<file path="src/rtl/fdiv_iter.sv">
// Iterative single-precision divider, y = x1 / x2: one restoring quotient bit per
// cycle, denormals flushed to zero, round-half-up, no NaN/inf decoding on inputs.
module fdiv_iter (
    input  logic        clk,
    input  logic        rstn,
    input  logic [31:0] x1,
    input  logic [31:0] x2,
    input  logic        in_valid,
    output logic        in_ready,
    output logic [31:0] y,
    output logic        out_valid,
    input  logic        out_ready
);

    localparam logic [2:0] IDLE  = 3'd0;
    localparam logic [2:0] NORM  = 3'd1;
    localparam logic [2:0] DIV   = 3'd2;
    localparam logic [2:0] ROUND = 3'd3;
    localparam logic [2:0] DONE  = 3'd4;

    localparam logic [4:0] LAST_ITER = 5'd24;

    logic [2:0]         state;
    logic [4:0]         cnt;

    logic               sgn;
    logic [7:0]         e1;
    logic [7:0]         e2;
    logic [22:0]        m1;
    logic [22:0]        m2;
    logic [25:0]        rem;
    logic [24:0]        q;
    logic signed [9:0]  adj;

    logic               accept;
    logic [25:0]        dvs;
    logic               rem_ge;
    logic [24:0]        mant;
    logic               unused_hidden;
    logic signed [9:0]  exp_res;
    logic [31:0]        y_next;

    // Quotient q is 1.xxx with 24 fraction bits; keep 23 and add the guard bit.
    function automatic logic [24:0] round_half_up(input logic [24:0] qv);
        return {1'b0, qv[24:1]} + {24'd0, qv[0]};
    endfunction

    function automatic logic [31:0] pack_result(
        input logic              s,
        input logic [7:0]        ea,
        input logic [7:0]        eb,
        input logic signed [9:0] e,
        input logic [22:0]       frac
    );
        logic [31:0] r;
        if (eb == 8'd0)
            r = {s, 8'hFF, 23'd0};
        else if (ea == 8'd0)
            r = {s, 31'd0};
        else if (e <= 10'sd0)
            r = {s, 31'd0};
        else if (e >= 10'sd255)
            r = {s, 8'hFF, 23'd0};
        else
            r = {s, e[7:0], frac};
        return r;
    endfunction

    assign accept    = in_valid && in_ready;
    assign in_ready  = (state == IDLE);
    assign out_valid = (state == DONE);

    assign dvs    = {2'b00, 1'b1, m2};
    assign rem_ge = (rem >= dvs);

    // A rounding carry leaves the sum at exactly 2^24, so the low 23 bits are already zero.
    assign mant          = round_half_up(q);
    assign unused_hidden = mant[23];
    assign exp_res       = $signed({2'b00, e1}) - $signed({2'b00, e2}) + 10'sd127
                           + adj + $signed({9'd0, mant[24]});
    assign y_next        = pack_result(sgn, e1, e2, exp_res, mant[22:0]);

    always_ff @(posedge clk or negedge rstn) begin
        if (!rstn) begin
            state <= IDLE;
            cnt   <= 5'd0;
            y     <= 32'd0;
        end else begin
            case (state)
                IDLE: begin
                    if (accept)
                        state <= NORM;
                end
                NORM: begin
                    cnt   <= 5'd0;
                    state <= DIV;
                end
                DIV: begin
                    cnt <= cnt + 5'd1;
                    if (cnt == LAST_ITER)
                        state <= ROUND;
                end
                ROUND: begin
                    y     <= y_next;
                    state <= DONE;
                end
                DONE: begin
                    if (out_ready)
                        state <= IDLE;
                end
                default: state <= IDLE;
            endcase
        end
    end

    always_ff @(posedge clk) begin
        case (state)
            IDLE: begin
                if (accept) begin
                    sgn <= x1[31] ^ x2[31];
                    e1  <= x1[30:23];
                    e2  <= x2[30:23];
                    m1  <= x1[22:0];
                    m2  <= x2[22:0];
                end
            end
            NORM: begin
                q <= 25'd0;
                if ({1'b1, m1} < {1'b1, m2}) begin
                    rem <= {1'b0, 1'b1, m1, 1'b0};
                    adj <= -10'sd1;
                end else begin
                    rem <= {2'b00, 1'b1, m1};
                    adj <= 10'sd0;
                end
            end
            DIV: begin
                if (rem_ge)
                    rem <= (rem - dvs) << 1;
                else
                    rem <= rem << 1;
                q <= {q[23:0], rem_ge};
            end
            default: ;
        endcase
    end

endmodule

</file>
<file path="config.mk">
export PLATFORM = sky130hd
export DESIGN_NAME = fdiv_iter
export DESIGN_NICKNAME = d
export VERILOG_FILES = /design/src/rtl/fdiv_iter.sv
export SDC_FILE = /design/constraint.sdc
export NUM_CORES = 1
export LEC_CHECK = 0
export CAP_MARGIN = 0
export CORE_UTILIZATION = 37
export DETAILED_ROUTE_END_ITERATION = 7
export DONT_BUFFER_PORTS = 1
export MAX_ROUTING_LAYER = met4
export PLACE_DENSITY = 0.5
export SLEW_MARGIN = 25
export SYNTH_ARGS = -nofsm -noshare
export SYNTH_HDL_FRONTEND = slang
export SYNTH_SLANG_ARGS = --single-unit
</file>
<file path="constraint.sdc">
create_clock -name clk -period 8.5 [get_ports clk]
set_clock_uncertainty 0.1 [all_clocks]
set_input_delay 2.55 -clock clk [delete_from_list [all_inputs] [get_ports clk]]
set_output_delay 2.55 -clock clk [all_outputs]
set_load 0.01 [all_outputs]
</file>
# Word level (Yosys, flattened, before mapping)
# Index checks and enable logic that the tools add are counted.
op_classes:
  n_eq_ne: 8
  order_cmp: 4
  n_mux: 14
  bitwise: 1
  reduce_logical: 7
  addsub: 7
op_table:
  columns: ["cell", "n"]
  rows:
  - ["$mux 31", 4]
  - ["$pmux 26 s2", 1]
  - ["$pmux 25 s2", 1]
  - ["$ge 26x24->1", 1]
  - ["$mux 26", 1]
  - ["$add 24x1->25", 1]
  - ["$mux 25", 1]
  - ["$sub 25x24->25", 1]
  - ["$lt 24x24->1", 1]
  - ["$logic_not 8->1", 2]
  - ["$pmux 3 s5", 1]
  - ["$add 10x10->10", 1]
  - ["$add 10x2->10", 1]
  - ["$add 9x8->10 const B", 1]
  - ["$ge 10x9->1 const B", 1]
  - ["$le 10x1->1 const B", 1]
  - ["$mux 10", 1]
  - ["$pmux 5 s2", 1]
  - ["$mux 3", 3]
  - ["$sub 8x8->9", 1]
  - ["$eq 3x2->1 const B", 2]
  - ["$add 5x1->5 const B", 1]
  - ["$eq 5x5->1 const B", 1]
  - ["$ne 2x1->1 const B", 2]
  - ["9 further kinds", 9]
totals:
  ff_bits: 164
  inputBits: 68
  wordCells: 52
  out_inout_bits: 34

# Logic depth before layout (Yosys ltp)
# Gate-level depths: netlist (run 1).
logic_depth:
  depth_word: 9
  ltp_mapped: 21
  mapped_depth_nobuf: 20

# Worst setup path before layout (run 1)
# No wires, ideal clock.
synth_path:
  kind: "in2reg"
  from: "input in_valid"
  to: "register e1[0] (enable)"
  setup_time_ps: 427
  slack_ps: 3938
  path_stages: 1
  t_arrival_ps: 4034
  path_cell_list: "and2_1"
synth_between:
  elab_chain_len: 2
synth_rtl:
  columns: ["element", "line", "text"]
  rows:
  - ["from (decl)", "8", "input logic in_valid,"]
  - ["$logic_and 1x1->1", "69", "assign accept = in_valid && in_ready;"]
  - ["$reduce_and 2->1 (no source line)", null, null]
  - ["to (signal assigned)", "121", "e1 <= x1[30:23];"]
  - ["to (decl)", "27", "logic [7:0] e1;"]
# Every way passes these cells.
# A chain may end at the register's enable or synchronous reset.

# Final worst setup path (run 1)
layout_path:
  from: "register e1[0]"
  to: "register y[3]"
layout_between:
  elab_chain_len: 9
layout_rtl:
  columns: ["element", "line", "text"]
  rows:
  - ["$sub 8x8->9", "79", "assign exp_res = $signed({2'b00, e1}) - $signed({2'b00, e2}) + 10'sd127"]
  - ["$add 9x8->10", "79", null]
  - ["$add 10x10->10", "80", "+ adj + $signed({9'd0, mant[24]});"]
  - ["$add 10x2->10", "80", null]
  - ["$ge 10x9->1", "62", "else if (e >= 10'sd255)"]
  - ["$mux 31", "62", null]
  - ["$mux 31", "60", "else if (e <= 10'sd0)"]
  - ["$mux 31 (*)", "58", "else if (ea == 8'd0)"]
  - ["$mux 31 (*)", "56", "if (eb == 8'd0)"]
  - ["to (signal assigned)", "104", "y <= y_next;"]
  - ["to (decl)", "10", "output logic [31:0] y,"]
# Mark *: on every way between the ends. The rest lies on a longest branch, timed or not.

==> implementation parameters, run 1 <==
Parameter                              Value

Pwr
  Leakage power of the design    approximately 4.2 nW
  Clock power frac    17.7%
  Portion of total power attributed to combinational logic    approximately half
  Power per Cell Area    around 440 nW/µm²
  Internal Dissipation    between 2 and 3 mW
  Net switching power of the design    1.97 mW
  Maximum VDD drop    0.190 mV
  Switching share of total power    a little over two fifths
  Sequential cell fraction of total power    31.4%

Worst setup path
  Worst path top cell family by delay    compound AO/OA/AOI/OAI gates
  Slowest cell on crit path    nand3_2
  Highest fanout seen on the critical path    23
  Delay of the slowest critical-path stage    570 ps
  Setup Crit Path Kind    register to register
  Nature of the critical path endpoint    register
  Arrival time reported for the critical path endpoint    4880 ps
  Cell-by-cell trace of the critical path    inv_1 -> ha_1 -> inv_1 -> fa_1 -> a21o_1 -> a21oi_1 -> o21bai_1 -> a21oi_1 -> xor2_1 -> ha_1 -> inv_1 -> ha_1 -> o21ai_0 -> nand2b_1 -> a21bo_1 -> xor2_1 -> nand2_1 -> o21ba_2 -> nand3_2 -> o21ai_0
  Worst path required time    8730 ps
  Buffers and inverters on the worst path    3
  Startpoint class of the critical path    register

CTS
  H-tree levels    4
  Deepest clock path buffer count    2
  Clock transition at the registers of the reported paths    70 ps
  Buffer count from post-CTS setup fixing    0
  Clock sinks    roughly 160
  Root cell of the clock tree    clkbuf_16
  Clock insertion delay at the later pin of the skew report    430 ps
  Clock buffer count from CTS    17
  Number of buffers added to fix hold violations after cts    0
  Clock tree from TritonCTS    done
  PostCTS Resize Cnt    0

Yosys
  Netlist area before placement    a little over 9000 µm²
  Mean post-synth cell area    10.5 µm²
  Async set or reset register ratio after synthesis    25.8%
  Top cell type's share of synthesized area    between 30% and 40%
  Synth unique cells    73
  Synth area leaders    edfxtp_1 37%, dfrtp_1 11%, ha_1 10%
  Library cell with the highest instance count after synthesis    edfxtp_1
  Share of synthesized area occupied by flip-flops and latches    48.2%
  Yosys top cell by area    edfxtp_1
  Post-synthesis instance total    ~880
  Flip-flop and latch count after synthesis    ~160
  Net count of the mapped netlist    around 1000
  Yosys warns    0
  Number of enable flip-flop cells after synthesis    approximately 120
  Ys flop type    edfxtp_1
  Cell types with the highest counts after synthesis    115 x edfxtp_1, 100 x nand2_1, 75 x ha_1

Drt
  Remaining design rule violation count    0
  Routed length per placed instance    16.1 µm
  Total Routed Length    19600 µm
  Antenna violation net count after detailed routing    0
  Average via count per standard cell    5.15
  Via total after detailed routing    6263
  First-pass iteration count of the detailed router    4
  Initial DRC count    400

STA
  Worst slew slack as a fraction of its limit    45.2%
  Min Clock Period, post-route    between 4000 and 5000 ps
  Final period util    roughly 55%
  Setup slack after layout    3850 ps
  F_max    approximately 220 MHz
  Fin Setup TNS    0 ps
  Max-slew violation total from the final report    0
  Final hold viol count    0
  Final-report setup violation count    0
  Setup repair after global routing missed its margin    no
  Transition time of the tightest slew-check pin    802 ps

Placement
  Cell Area, Placed    9560 µm²
  Half-perimeter wire length after placement    13700 µm
  Routability congestion estimate from global placement    approximately 0.81
  Setup slack at placement    3810 ps
  Count of input and output buffers    0

GRT
  Total gr overflow    0
  Initial antenna violation count    0
  Via count of the first global-routing pass    6332
  Global-route usage over all layers    16.7%
  Pin count of the biggest net entering global routing    63
  Wire length of the first global-routing pass    33000 µm

Worst hold path
  Worst min-delay path category    register to register

Finish
  Number of inserted filler cells in the final layout    2404
  Final cell area excluding filler cells    10200 µm²
  Proportion of layout cells with a drive suffix above 1    8.98%
  Antenna cells    0
  Nets    1024
  Growth of design area from synthesis to finish    10.2%

Die
  Die extent in x    160 µm
  I/O pins    102
  Area of the die    25600 µm²
  Floorplan die height    160 µm
  Core ar.    between 20000 and 25000 µm²
  Effective utilization at floorplan    37.9%
  Number of placement rows    57

Job
  Number of violations of the max-capacitance limit    0

Run status
  Result of the run    finished, final reports clean
## stage by stage
step	power, mW	instances	hold slack [ps]	util [%]
2_1_floorplan	3.24	878	315	-
3_3_place_gp	3.75	1183	333	39.2
3_5_place_dp	3.75	1183	333	39.2
4_1_cts	4.58	1215	349	41.7
5_1_grt	4.95	1215	394	41.7
6_report	4.52	1215	344	41.7
## metal layers
| metal | wire length (µm) | global-route usage (%) | vias up |
|---|---|---|---|
| met5 | 0 | - | - |
| met1 | 9620 | 21.8 | 2924 |
| met4 | 256 | 4.89 | 0 |
| met3 | 594 | 2.94 | 21 |
| met2 | 9110 | 26.6 | 112 |
| li1 | - | - | 3206 |
## tightest hold or removal path, delay by kind of cell, from the launching register on
| family | cells | cell delay [ps] |
|---|---|---|
| DFF | 1 | 320 |
| and+or+nand+nor | 2 | 90 |
## path summary, 6_finish.rpt
kind	startpoint	endpoint	slack, ps	cells past startpoint
worst max-delay path	e1[0]	y[3]	3850	20
worst min-delay path	sgn	y[31]	340	2
worst max register to register	e1[0]	y[3]	3850	20
worst min register to register	sgn	y[31]	340	2
max in group asynchronous	rstn	y[0]	6500	0
min in group asynchronous	rstn	y[4]	1710	0
## layout by cell type (no fill, tap or decap), types with 5 or more instances in the layout
cell type  netlist  routed
a31oi_1         15      15
buf_4            1       8
a21o_1          16      16
o21a_1           6       6
dfrtp_1         40      40
inv_6            0       5
o21ai_2         20      20
nand2_1        100     100
nand3_1         18      18
inv_1           65      64
nor4_1           6       6
and3_1          37      37
edfxtp_1       115     115
and2_1           6       5
nand4_1          8       8
clkbuf_16        0      18
xnor2_1         24      24
o211ai_1         5       5
ha_1            75      75
xor2_1          26      26
o21bai_1         7       7
o21ai_0         30      30
nor2b_1          6       6
mux2i_1         15      15
nor3_1          14      14
a211oi_1        21      21
nand2b_1         6       6
a21oi_1         50      50
nor2_1          56      56
## registers in the layout (all words and copies together) (netlist names)
signal and flops:
y 32, rem 26, q 25, m1 23, m2 23, e1 8, e2 8, cnt 5
state 3, adj 1, sgn 1
## cell type report
type,instances,area (µm²),share of cell area (%)
Clock buffer,18,450,4.42
Timing Repair Buffer,8,60.1,0.590
Clock inverter,14,173,1.70
Inverter,65,244,2.40
Sequential cell,155,4450,43.7
Multi-Input combinational cell,631,4400,43.2
Tap cell,324,405,3.98
## power by group through the flow
stage | logic (mW) | clock network (mW) | registers (mW)
5_1_grt | 2.63 | 0.852 | 1.47
4_1_cts | 2.33 | 0.827 | 1.42
3_5_place_dp | 2.31 | 0 | 1.44
6_report | 2.30 | 0.801 | 1.42
3_3_place_gp | 2.31 | 0 | 1.44
2_1_floorplan | 1.86 | 0 | 1.38
## kinds of logic after synthesis
kind of cell / Yosys count / synth area share (%)
simple gates: 272 / 14.2
compound gates: 215 / 16.1
flops: 155 / 48.2
buf+inv: 92 / 4.20
fa+ha+maj: 78 / 10.8
xor+xnor: 50 / 4.74
mux: 16 / 1.75
Note: power is estimated with default switching activity, not from simulation.
==> run 2: changes to the inputs <==
Settings changed: PLACE_DENSITY 0.5 to 0.52.
Clock period 8.5 ns to 4 ns, I/O delays scaled along.
==> run 2 against run 1 <==
Utilization grew 2.2 points. First-iteration DRC count decreased by 22%. Flip-flop and latch count is the same. Combinational power rose to 2.6 times the previous value. Global-route usage rose by 0.22 points. Non-clock buffer count increased by 30. Cell count rose by 2.5%. Setup slack lost 3800 ps. Sequential share of layout area decreased by 2.2 points.
==> implementation parameters, run 2 (same netlist as run 1, synthesis figures left out) <==
Parameter                              Value

Run status
  Result of the run    finished, final reports clean (unchanged)

CTS
  Clock insertion delay at the later pin of the skew report    440 ps (was 430 ps)
  Deepest clock path buffer count    2 (unchanged)
  Clock tree from TritonCTS    done (unchanged)
  Clock transition at the registers of the reported paths    80 ps (was 70 ps)
  Clock sinks    155 (unchanged)
  H-tree levels    4 (unchanged)
  Root cell of the clock tree    clkbuf_16 (unchanged)
  Number of buffers added to fix hold violations after cts    0 (unchanged)
  Clock buffer count from CTS    17 (unchanged)

Placement
  Count of input and output buffers    0 (unchanged)
  Routability congestion estimate from global placement    0.826 (was 0.809)
  Setup slack at placement    -120 ps (was 3810 ps)
  Half-perimeter wire length after placement    14300 µm (was 13700 µm)

Drt
  Routed length per placed instance    16.3 µm (was 16.1 µm)
  Max Used Layer    met4 (unchanged)
  First-pass iteration count of the detailed router    4 (unchanged)
  Detailed route wirelength on metal3    755 µm (was 594 µm)
  Total Routed Length    20300 µm (was 19600 µm)
  Remaining design rule violation count    0 (unchanged)
  WL met2    9850 µm (was 9110 µm)
  Met1 wire length    9490 µm (was 9620 µm)
  Via total after detailed routing    6468 (was 6263)
  Antenna violation net count after detailed routing    0 (unchanged)
  Average via count per standard cell    5.20 (was 5.15)
  Initial DRC count    312 (was 400)

Worst setup path
  Register-to-register setup slack    40 ps (was 3850 ps)
  Delay of the slowest critical-path stage    420 ps (was 570 ps)
  Worst reg2reg endpoint    y[8] (was y[3])
  Cell-by-cell trace of the critical path    inv_2 -> ha_1 -> a21o_1 -> a21o_1 -> a21oi_2 -> o21bai_2 -> a21o_1 -> a21oi_2 -> xnor2_1 -> ha_1 -> ha_4 -> o21ai_2 -> nand2b_1 -> a21bo_1 -> xor2_2 -> nand2_1 -> o21ba_4 -> nand3_4 -> clkbuf_16 -> o21ai_2 (was inv_1 -> ha_1 -> inv_1 -> fa_1 -> a21o_1 -> a21oi_1 -> o21bai_1 -> a21oi_1 -> xor2_1 -> ha_1 -> inv_1 -> ha_1 -> o21ai_0 -> nand2b_1 -> a21bo_1 -> xor2_1 -> nand2_1 -> o21ba_2 -> nand3_2 -> o21ai_0)
  Register-to-Register Path Depth    20 (unchanged)
  Nature of the critical path endpoint    register (unchanged)
  Setup Crit Path Kind    register to register (unchanged)
  Buffers and inverters on the worst path    2 (was 3)
  Arrival time reported for the critical path endpoint    4240 ps (was 4880 ps)
  Slowest cell on crit path    edfxtp_1 (was nand3_2)
  Startpoint class of the critical path    register (unchanged)
  Crit-path most repeated cell    a21o_1
  Worst R2R Start    e2[1] (was e1[0])
  Worst path required time    4280 ps (was 8730 ps)
  Worst path top cell family by delay    compound AO/OA/AOI/OAI gates (unchanged)
  Highest fanout seen on the critical path    5 (was 23)

Die
  Floorplan die height    160 µm (unchanged)
  I/O pins    102 (unchanged)
  Effective utilization at floorplan    37.9% (unchanged)
  Die extent in x    160 µm (unchanged)
  Area of the die    25600 µm² (unchanged)
  Core ar.    24400 µm² (unchanged)
  Number of placement rows    57 (unchanged)

Pwr
  Maximum VDD drop    0.693 mV (was 0.190 mV)
  Power per Cell Area    995 nW/µm² (was 444 nW/µm²)
  Leakage power of the design    4.42 nW (was 4.22 nW)
  Overall power of the completed layout    10.7 mW (was 4.52 mW)

Finish
  Most flops, register    y (unchanged)
  Max reg flops    32 (unchanged)
  Antenna cells    0 (unchanged)
  Most common cell after layout, fill and taps aside    edfxtp_1 (unchanged)
  Nets    1054 (was 1024)
  Proportion of layout cells with a drive suffix above 1    16.4% (was 8.98%)
  Registers with the most flip-flops    y (32), rem (26), q (25) (unchanged)
  Share of the core filled with cells in the final layout    43.9% (was 41.7%)
  Most frequent cells in the layout    115 x edfxtp_1, 100 x nand2_1, 68 x ha_1 (was 115 x edfxtp_1, 100 x nand2_1, 75 x ha_1)
  Growth of design area from synthesis to finish    16.0% (was 10.2%)

Worst hold path
  Worst min-delay path category    primary input to asynchronous set/reset pin (was register to register)

STA
  Final hold viol count    0 (unchanged)
  Max-slew violation total from the final report    0 (unchanged)
  Final period util    98.9% (was 54.7%)
  Worst slew slack as a fraction of its limit    51.0% (was 45.2%)
  Setup repair after global routing missed its margin    yes (was no)
  Worst hold slack across all endpoints    344 ps (about the same)
  Transition time of the tightest slew-check pin    734 ps (was 802 ps)
  Setup slack after layout    42.9 ps (was 3850 ps)
  Min Clock Period, post-route    3960 ps (was 4650 ps)
  F_max    253 MHz (was 215 MHz)
  Final-report setup violation count    0 (unchanged)

GRT
  Wire length of the first global-routing pass    33300 µm (was 33000 µm)
  Global-route usage over all layers    17.0% (was 16.7%)
  Initial antenna violation count    0 (unchanged)
  Total gr overflow    0 (unchanged)
  Pin count of the biggest net entering global routing    54 (was 63)
  Via count of the first global-routing pass    6375 (was 6332)

Job
  Number of violations of the max-capacitance limit    0 (unchanged)
[run 2: timing repair]
action                                  CTS  global route
resized for setup                        14            42
setup buffers                             5             5
cloned                                    2             1
pin swaps                                 5            31
endpoints found under the setup margin   31            31
[run 2: worst max-delay path by stage]
stage | startpoint | endpoint | slack [ps] | cells past startpoint
floorplan | e1[0] | y[11] | 170 | 21
global placement | e1[1] | y[4] | -20 | 18
detailed placement | e1[0] | y[3] | -120 | 21
CTS | e2[1] | y[3] | -4 | 20
global route | e1[0] | y[22] | -230 | 21
finish | e2[1] | y[8] | 40 | 20
[run 2: area by class of cell]
class                   instances  area, µm²
inverters                      65        244
fillers                      2365      13700
well taps                     324        405
multi-input cells             631       4620
clock inverters                15        193
clock buffers                  17        425
flip-flops and latches        155       4450
repair buffers                 38        368
[run 2: through the flow]
step	std cells	setup TNS, ps	instance area (µm²)
after floorplan	878	0	9240
after global placement	1201	-39.8	9720
after detailed placement	1201	-2150	9720
after CTS	1240	-4.19	10500
after global routing	1245	-5050	10700
final	1245	0	10700
[run 2: layer usage]
layer  vias to the layer above  global-route usage [%]
li1                       3263                       -
met1                      3069                    21.3
met2                       125                    27.3
met3                        11                    4.13
met4                         0                    4.42
met5                         -                       -
[run 2: worst register-to-register path, delay by kind of cell (launching register included)]
kind	cells	cell delay [ps]
xor gates and xnor gates	2	300
and+or+nand+nor	3	360
DFF	1	420
buffers and inverters	2	320
adders and majority gates	3	780
AOI/OAI and AO/OA	10	1630
[run 2: report_power, final]
part           internal, mW  switching, mW  leakage (nW)
Clock                 0.858          0.824         0.296
Combinational          2.54           3.46          2.50
Sequential             2.55          0.426          1.62
Total                  5.95           4.71          4.42
==> run 3: changes to the inputs <==
Settings changed: PLACE_DENSITY 0.52 to 0.5.
Clock period 4 ns to 4.85 ns, I/O delays scaled along.
==> run 3 against run 2 <==
Routed wire length down 2.6%. Largest cell class is now registers. Critical path depth up 1. Sequential share of layout area up 2.1 points. Largest power group unchanged. Highest routed layer unchanged. Critical endpoint is now y[12].
==> implementation parameters, run 3 (same netlist as run 1, synthesis figures left out) <==
Parameter                              Value

Finish
  Most common cell after layout, fill and taps aside    edfxtp_1 (unchanged)
  Max reg flops    32 (unchanged)
  Area of all sequential standard cells    4450 µm² (unchanged)
  Antenna cells    0 (unchanged)
  Number of inserted filler cells in the final layout    2406 (was 2365)
  Most frequent cells in the layout    115 x edfxtp_1, 100 x nand2_1, 75 x ha_1 (was 115 x edfxtp_1, 100 x nand2_1, 68 x ha_1)
  Nets    1026 (was 1054)
  Growth of design area from synthesis to finish    10.3% (was 16.0%)
  Multi-input logic area    4400 µm² (was 4620 µm²)
  Share of the core filled with cells in the final layout    41.8% (was 43.9%)
  Registers with the most flip-flops    y (32), rem (26), q (25) (unchanged)
  Most flops, register    y (unchanged)
  Proportion of layout cells with a drive suffix above 1    9.07% (was 16.4%)

Pwr
  Clock power frac    17.1% (was 15.8%)
  Power per Cell Area    778 nW/µm² (was 995 nW/µm²)
  Net switching power of the design    3.48 mW (was 4.71 mW)
  Internal Dissipation    4.44 mW (was 5.95 mW)
  Leakage power of the design    4.23 nW (was 4.42 nW)
  Portion of total power attributed to combinational logic    51.4% (was 56.3%)
  Maximum VDD drop    0.298 mV (was 0.693 mV)
  Sequential cell fraction of total power    31.6% (was 27.9%)
  Switching share of total power    43.9% (was 44.2%)

Drt
  Initial DRC count    383 (was 312)
  Total Routed Length    19800 µm (was 20300 µm)
  Routed length per placed instance    16.3 µm (about the same)
  Antenna violation net count after detailed routing    0 (unchanged)
  Remaining design rule violation count    0 (unchanged)
  Average via count per standard cell    5.22 (was 5.20)
  First-pass iteration count of the detailed router    4 (unchanged)
  Via total after detailed routing    6347 (was 6468)

Die
  Number of placement rows    57 (unchanged)
  I/O pins    102 (unchanged)
  Effective utilization at floorplan    37.9% (unchanged)
  Core ar.    24400 µm² (unchanged)
  Die extent in x    160 µm (unchanged)
  Area of the die    25600 µm² (unchanged)
  Floorplan die height    160 µm (unchanged)

Worst setup path
  Slowest cell on crit path    edfxtp_1 (unchanged)
  Startpoint class of the critical path    register (unchanged)
  Arrival time reported for the critical path endpoint    4580 ps (was 4240 ps)
  Nature of the critical path endpoint    register (unchanged)
  Setup Crit Path Kind    register to register (unchanged)
  Highest fanout seen on the critical path    13 (was 5)
  Worst path required time    5100 ps (was 4280 ps)
  Cell-by-cell trace of the critical path    inv_1 -> ha_1 -> inv_1 -> fa_1 -> a21o_1 -> a21oi_1 -> o21bai_1 -> a21oi_1 -> xor2_1 -> ha_1 -> inv_1 -> ha_1 -> o21ai_0 -> nand2b_1 -> a21bo_1 -> xor2_1 -> nand2_1 -> o21ba_2 -> nand3_4 -> buf_12 -> o21ai_2 (was inv_2 -> ha_1 -> a21o_1 -> a21o_1 -> a21oi_2 -> o21bai_2 -> a21o_1 -> a21oi_2 -> xnor2_1 -> ha_1 -> ha_4 -> o21ai_2 -> nand2b_1 -> a21bo_1 -> xor2_2 -> nand2_1 -> o21ba_4 -> nand3_4 -> clkbuf_16 -> o21ai_2)
  Delay of the slowest critical-path stage    400 ps (was 420 ps)

Placement
  Half-perimeter wire length after placement    14100 µm (was 14300 µm)
  Setup slack at placement    388 ps (was -120 ps)
  Routability congestion estimate from global placement    0.820 (was 0.826)
  Count of input and output buffers    0 (unchanged)

CTS
  Root cell of the clock tree    clkbuf_16 (unchanged)
  Deepest clock path buffer count    2 (unchanged)
  Number of buffers added to fix hold violations after cts    0 (unchanged)
  Clock tree from TritonCTS    done (unchanged)
  Buffer count from post-CTS setup fixing    0 (was 5)
  Clock insertion delay at the later pin of the skew report    430 ps (was 440 ps)
  Clock sinks    155 (unchanged)
  Clock transition at the registers of the reported paths    70 ps (was 80 ps)
  Clock buffer count from CTS    17 (unchanged)
  H-tree levels    4 (unchanged)

GRT
  Total gr overflow    0 (unchanged)
  Pin count of the biggest net entering global routing    53 (was 54)
  Initial antenna violation count    0 (unchanged)
  Wire length of the first global-routing pass    32900 µm (was 33300 µm)
  Via count of the first global-routing pass    6370 (was 6375)
  Global-route usage over all layers    16.6% (was 17.0%)

Run status
  Result of the run    finished, final reports clean (unchanged)

STA
  Setup repair after global routing missed its margin    no (was yes)
  Setup slack after layout    522 ps (was 42.9 ps)
  Fin Setup TNS    0 ps (unchanged)
  F_max    231 MHz (was 253 MHz)
  Final hold viol count    0 (unchanged)
  Final-report setup violation count    0 (unchanged)
  Worst slew slack as a fraction of its limit    41.5% (was 51.0%)
  Final period util    89.2% (was 98.9%)
  Worst hold slack across all endpoints    340 ps (was 344 ps)
  Max-slew violation total from the final report    0 (unchanged)
  Min Clock Period, post-route    4330 ps (was 3960 ps)
  Transition time of the tightest slew-check pin    878 ps (was 734 ps)

Worst hold path
  Worst min-delay path category    register to register (was primary input to asynchronous set/reset pin)

Job
  Number of violations of the max-capacitance limit    0 (unchanged)
[run 3: path summary, 6_finish.rpt]
kind	startpoint	end	slack, ps	depth (start not counted)
setup / recovery	e1[0]	y[12]	520	21
min in group asynchronous	rstn	y[21]	620	0
hold reg to reg	sgn	y[31]	340	2
setup reg to reg	e1[0]	y[12]	520	21
hold / removal	sgn	y[31]	340	2
max in group asynchronous	rstn	cnt[2]	3940	0
[run 3: area by class of cell]
| class | count | area share, % |
|---|---|---|
| Sequential cell | 155 | 43.7 |
| Multi-Input combinational cell | 631 | 43.2 |
| Clock buffer | 20 | 4.70 |
| Tap cell | 324 | 3.98 |
| Inverter | 65 | 2.39 |
| Clock inverter | 12 | 1.14 |
| Timing Repair Buffer | 10 | 0.860 |
[run 3: per-layer routing]
| layer | GRT usage [%] | wire length [µm] | share of wire (%) |
|---|---|---|---|
| met1 | 21.4 | 9650 | 49 |
| met3 | 2.94 | 616 | 3.1 |
| met5 | - | 0 | 0 |
| met4 | 4.89 | 282 | 1.4 |
| met2 | 26.5 | 9260 | 47 |
[run 3: timing repair]
| item | 4_1_cts | 5_1_grt |
|---|---|---|
| endpoints found under the setup margin | 0 | 13 |
| hold endpoints to repair | 0 | 0 |
| resized for setup | 0 | 1 |
[run 3: critical path: cells and delay by family (launching register included)]
family / cells / cell delay [ps]
AOI/OAI and AO/OA: 8 / 1490
buffers and inverters: 4 / 410
DFF: 1 / 400
and+or+nand+nor: 3 / 400
adders and majority gates: 4 / 1160
xor gates and xnor gates: 2 / 290
[run 3: per-stage QoR]
| stage | std cells | total power, mW | area [µm²] |
|---|---|---|---|
| after floorplan | 878 | 5.67 | 9240 |
| after global placement | 1185 | 6.59 | 9590 |
| after detailed placement | 1185 | 6.60 | 9590 |
| after CTS | 1217 | 8.00 | 10200 |
| after global routing | 1217 | 8.64 | 10200 |
| final | 1217 | 7.93 | 10200 |
[run 3: power by group through the flow]
stage / combinational, mW / clock (mW) / sequential [mW]
2_1_floorplan: 3.26 / 0 / 2.41
3_3_place_gp: 4.07 / 0 / 2.52
3_5_place_dp: 4.07 / 0 / 2.53
4_1_cts: 4.10 / 1.39 / 2.51
5_1_grt: 4.62 / 1.43 / 2.58
6_report: 4.07 / 1.35 / 2.50
